`src/rtl/mem_wb_pkg.sv`:
```
// Shared types, default widths and payload sizing for the MEM/WB pipeline stage.
// Used by pipe_skid_buf and mem_wb_pipe.
package mem_wb_pkg;

    typedef enum logic [1:0] {
        EMPTY = 2'd0,
        FULL  = 2'd1,
        SKID  = 2'd2
    } mem_wb_state_t;

    localparam int MEM_WB_DATA_W_DEF     = 32;
    localparam int MEM_WB_REG_ADDR_W_DEF = 5;

    // aluout + readdata + writereg + regwrite + memtoreg
    function automatic int PAYLOAD_W(input int data_w, input int reg_addr_w);
        return 2 * data_w + reg_addr_w + 2;
    endfunction

endpackage

```
`src/rtl/pipe_skid_buf.sv`:
```
// Generic 2-entry skid buffer with valid/ready handshake, synchronous flush and
// asynchronous active-low reset; flush clears the low FLUSH_CLR_W payload bits.
module pipe_skid_buf
    import mem_wb_pkg::*;
#(
    parameter int WIDTH       = 8,
    parameter int FLUSH_CLR_W = 0
) (
    input  logic             clk,
    input  logic             reset,
    input  logic             flush,
    input  logic             in_valid,
    output logic             in_ready,
    input  logic [WIDTH-1:0] in_data,
    output logic             out_valid,
    input  logic             out_ready,
    output logic [WIDTH-1:0] out_data
);

    localparam logic [WIDTH-1:0] KEEP_MASK =
        ~((WIDTH'(1) << FLUSH_CLR_W) - WIDTH'(1));

    mem_wb_state_t    state_q;
    mem_wb_state_t    state_d;
    logic [WIDTH-1:0] main_q;
    logic [WIDTH-1:0] skid_q;
    logic             load_main_in;
    logic             load_main_skid;
    logic             load_skid;

    assign in_ready  = (state_q != SKID);
    assign out_valid = (state_q != EMPTY);
    assign out_data  = main_q;

    always_comb begin
        state_d        = state_q;
        load_main_in   = 1'b0;
        load_main_skid = 1'b0;
        load_skid      = 1'b0;
        case (state_q)
            EMPTY: begin
                if (in_valid) begin
                    state_d      = FULL;
                    load_main_in = 1'b1;
                end
            end
            FULL: begin
                if (in_valid && out_ready) begin
                    load_main_in = 1'b1;
                end else if (in_valid) begin
                    state_d   = SKID;
                    load_skid = 1'b1;
                end else if (out_ready) begin
                    state_d = EMPTY;
                end
            end
            SKID: begin
                if (out_ready) begin
                    state_d        = FULL;
                    load_main_skid = 1'b1;
                end
            end
            default: state_d = EMPTY;
        endcase
        // Flush wins over every handshake and discards any same-cycle input.
        if (flush) begin
            state_d        = EMPTY;
            load_main_in   = 1'b0;
            load_main_skid = 1'b0;
            load_skid      = 1'b0;
        end
    end

    always_ff @(posedge clk or negedge reset) begin
        if (!reset) begin
            state_q <= EMPTY;
            main_q  <= '0;
            skid_q  <= '0;
        end else begin
            state_q <= state_d;
            if (flush) begin
                main_q <= main_q & KEEP_MASK;
                skid_q <= skid_q & KEEP_MASK;
            end else begin
                if (load_main_in) begin
                    main_q <= in_data;
                end else if (load_main_skid) begin
                    main_q <= skid_q;
                end
                if (load_skid) begin
                    skid_q <= in_data;
                end
            end
        end
    end

endmodule

```
`src/rtl/mem_wb_pipe.sv`:
```
// MEM/WB pipeline stage: skid-buffered handshake, $zero write mask and result mux.
// Define MEM_WB_FWD_EN to add the fwd_en/fwd_reg/fwd_data hazard-unit outputs.
module mem_wb_pipe
    import mem_wb_pkg::*;
#(
    parameter int DATA_W     = MEM_WB_DATA_W_DEF,
    parameter int REG_ADDR_W = MEM_WB_REG_ADDR_W_DEF
) (
    input  logic                  clk,
    input  logic                  reset,
    input  logic                  flush,
    input  logic                  in_valid,
    output logic                  in_ready,
    input  logic [DATA_W-1:0]     aluout_in,
    input  logic [DATA_W-1:0]     readdata_in,
    input  logic [REG_ADDR_W-1:0] writereg_in,
    input  logic                  regwrite_in,
    input  logic                  memtoreg_in,
    output logic                  out_valid,
    input  logic                  out_ready,
    output logic [DATA_W-1:0]     aluout_out,
    output logic [DATA_W-1:0]     readdata_out,
    output logic [REG_ADDR_W-1:0] writereg_out,
    output logic                  regwrite_out,
    output logic                  memtoreg_out,
`ifdef MEM_WB_FWD_EN
    output logic                  fwd_en,
    output logic [REG_ADDR_W-1:0] fwd_reg,
    output logic [DATA_W-1:0]     fwd_data,
`endif
    output logic [DATA_W-1:0]     result_out
);

    localparam int PW = PAYLOAD_W(DATA_W, REG_ADDR_W);

    logic [PW-1:0] payload_in;
    logic [PW-1:0] payload_out;
    logic          regwrite_masked;
    logic          regwrite_held;

    // Writes to register 0 are dropped here so WB and forwarding never see them.
    assign regwrite_masked = regwrite_in & (writereg_in != '0);
    assign payload_in = {aluout_in, readdata_in, writereg_in, regwrite_masked, memtoreg_in};

    pipe_skid_buf #(
        .WIDTH       (PW),
        .FLUSH_CLR_W (2)
    ) u_skid (
        .clk       (clk),
        .reset     (reset),
        .flush     (flush),
        .in_valid  (in_valid),
        .in_ready  (in_ready),
        .in_data   (payload_in),
        .out_valid (out_valid),
        .out_ready (out_ready),
        .out_data  (payload_out)
    );

    assign {aluout_out, readdata_out, writereg_out, regwrite_held, memtoreg_out} = payload_out;
    assign regwrite_out = regwrite_held & out_valid;
    assign result_out   = memtoreg_out ? readdata_out : aluout_out;

`ifdef MEM_WB_FWD_EN
    assign fwd_en   = regwrite_out;
    assign fwd_reg  = writereg_out;
    assign fwd_data = result_out;
`endif

endmodule

```
`config.mk`:
```
export PLATFORM = sky130hd
export DESIGN_NAME = mem_wb_pipe
export DESIGN_NICKNAME = d
export VERILOG_FILES = /design/src/rtl/mem_wb_pkg.sv /design/src/rtl/pipe_skid_buf.sv /design/src/rtl/mem_wb_pipe.sv
export SDC_FILE = /design/constraint.sdc
export NUM_CORES = 1
export LEC_CHECK = 0
export ABC_AREA = 1
export CORE_MARGIN = 2
export CORE_UTILIZATION = 60
export CTS_BUF_LIST = sky130_fd_sc_hd__clkbuf_4 sky130_fd_sc_hd__clkbuf_8
export DETAILED_ROUTE_END_ITERATION = 10
export DONT_BUFFER_PORTS = 1
export PLACE_DENSITY = 0.85
export SETUP_SLACK_MARGIN = 0.5
export SYNTH_ARGS = -nofsm -noshare
export SYNTH_HDL_FRONTEND = slang
export SYNTH_SLANG_ARGS = --single-unit
```
`constraint.sdc`:
```
create_clock -name clk -period 2.52 [get_ports clk]
set_clock_uncertainty 0.2 [all_clocks]
set_input_delay 0.504 -clock clk [delete_from_list [all_inputs] [get_ports clk]]
set_output_delay 0.504 -clock clk [all_outputs]
set_load 0.005 [all_outputs]
```
==> results.yml <==
status:
  status: "finished with violations"
  violations: "negative hold slack"
critical_path:
  r2r_setup_slack_ns: 0.75
  cp.arrival_ns: 1.45
  cp_num_buf_inv: 1
  cpMaxStageDelayCell: "dfrtp_2"
  path_depth: 2
  r2r-end: "u_skid.out_data[23]"
  cp_slowest_stage_delay_ns: 0.46
  r2r-start: "u_skid.state_q[1]"
  cp.required_ns: 1.82
  crit_fanout: 13
  cp-start-kind: "register"
  crit_family: "flip-flops"
  path_class: "reg -> out"
  crit_chain: "buf_12 -> mux2_2"
  setup.worst_path.end_class: "output pin"
  r2r_cells: 7
routing:
  vias: 5472
  drt_iter0_drc: 398
  drc: 0
  dr.pass1.iters: 5
  finalWirelength_mm: 15.6
  ant_nets: 0
  wire_per_inst_um: 14.6
  via_per_inst: 5.12
timing:
  min_period_over_period_pct: 85.3
  setup_viol: 0
  fin_crit_ns: 2.15
  tightest_slew_ns: 0.506
  timing.hold.ws_ns: -0.440
  maxSlewViolCount: 0
  fmax_ghz: 0.465
  grt_setup_unrepaired: "true"
  maxSlewHeadroom_pct: 66.3
  fin_ws_ns: 0.370
  hold_violations: 144
  fin_setup_tns_ns: 0
global_route:
  grt_first_pass_wirelength_mm: 25.6
  grt_max_degree: 145
  grt_remaining_overflow: 0
  antenna_found_initial: 0
  grt_usage_pct: 24.5
  grt_pass1_vias: 5311
placed_design:
  dpl-instance-area_um2: 7060
  port_buffers: 0
  dp_hpwl_mm: 9.93
  gp_congestion: 0.801
  placed_cells: 1030
  place_ws_ns: 0.636
die:
  core_area_um2: 12100
  dieArea_um2: 13300
  io_pins: 181
  die_h_um: 115
  initial_core_util_pct: 61.8
  fp.dieW_um: 115
  rows: 40
clock_network:
  clk_pin_slew_ns: 0.07
  clkSinkCount: 144
  clk_latency_ns: 0.43
  cts_tree: "yes"
  ctsResizeCount: 0
  htree_levels: 4
  hold_buffers: 3
  cts-root-buf: "clkbuf_8"
  clock_path_buffers: 2
  cts_buffers: 17
run:
  drv_cap: 0
min_path:
  hp-class: "in -> async"
pwr:
  p_leak_uw: 0.00434
  peakVddDrop_uv: 601
  cellPowerDensity_nw_per_um2: 936
  fin_total_pwr_uw: 7090
yosys:
  yosysWarnings: 0
  yosysUniqueCellTypes: 19
  yosysSeqAreaShare_pct: 48.3
  synthesis.nets: 1044
  synthesis.area_um2: 7450
  netlist_instances: 968
  synth-seq-cells: 144
  avgSynthCellArea_um2: 7.70
cells_and_area:
  instances_no_fill: 1069
  nNetsFinal: 964
  layout_common_cells: "nand2_1, inv_1, dfrtp_1, nand3_1, o21ai_0"
  final_common_cell: "nand2_1"
  num-fill-cells: 1061
  insertedDiodeCount: 0
  drive_above_1_share_pct: 9.99
  stdcell_area_um2: 7570
  syn_to_final_growth_pct: 1.59
## per-stage QoR
stage,util (%),hold WS [ns]
finish,62.8,-0.440
global route,62.8,-0.482
CTS,62.5,-0.469
detailed placement,58.5,0.0115
global placement,58.5,0.0113
floorplan,-,0.00841
## report_power, final
group          total (uW)  switching, uW  internal, uW
clock                1960            810          1150
combinational        1480            831           648
sequential           3650            607          3040
## how the worst max path moves through the flow
stage / startpoint / end / slack [ns]
final: u_skid.out_data[0] / result_out[2] / 0.37
after CTS: u_skid.out_data[0] / result_out[2] / 0.34
after detailed placement: u_skid.out_data[0] / result_out[2] / 0.64
after global placement: u_skid.out_data[0] / result_out[2] / 0.67
after global routing: u_skid.out_data[0] / result_out[2] / 0.31
after floorplan: u_skid.out_data[0] / result_out[10] / 0.69
## layer usage
metal	vias to the layer above	part of all wire, %	GRT usage, %
met3	19	6.6	6.28
met2	220	49	40.2
li1	2694	-	-
met1	2539	43	31.5
met5	-	0	0
met4	0	1.4	9.00
## Yosys cell counts
| library cell | n | share of area, % |
|---|---|---|
| nand3_1 | 73 | 4.9 |
| nand2_1 | 363 | 18 |
| dfrtp_1 | 144 | 48 |
| o21ai_1 | 5 | 0.34 |
| clkbuf_1 | 20 | 1.0 |
| buf_4 | 69 | 6.9 |
| buf_1 | 3 | 0.15 |
| inv_1 | 145 | 7.3 |
| buf_6 | 2 | 0.30 |
| inv_2 | 6 | 0.30 |
| o22ai_1 | 2 | 0.17 |
| o21ai_0 | 66 | 4.4 |
| nand4_1 | 4 | 0.34 |
| nand3_2 | 2 | 0.27 |
| nor2_2 | 2 | 0.17 |
| mux2_2 | 32 | 4.8 |
| buf_2 | 22 | 1.5 |
| nand2_2 | 1 | 0.084 |
| nor2_1 | 7 | 0.35 |
## flip-flops by register name, indices dropped and copies added, names as in the netlist
signal           cells
u_skid.out_data     71
u_skid.skid_q       71
u_skid.state_q       2
## final cells by class
cell class	instances	area, um2	share of cell area [%]
clock buffers	27	334	4.41
clock inverters	5	100	1.32
inverters	151	567	7.49
multi-input cells	557	2550	33.7
flip-flops and latches	144	3600	47.6
well taps	168	210	2.78
repair buffers	17	203	2.68
## what timing repair did
item	in CTS	in global routing
endpoints found under the hold margin	147	144
setup endpoints to repair	32	32
pin swaps	0	0
setup buffers	2	1
cloned	0	1
## cells by family after synthesis
kind of cell	after synthesis	synth area share, %
compound gates	73	4.94
simple gates	452	24.4
mux	32	4.83
buf+inv	267	17.5
flops	144	48.3
Power figures use the tool's default switching activity.
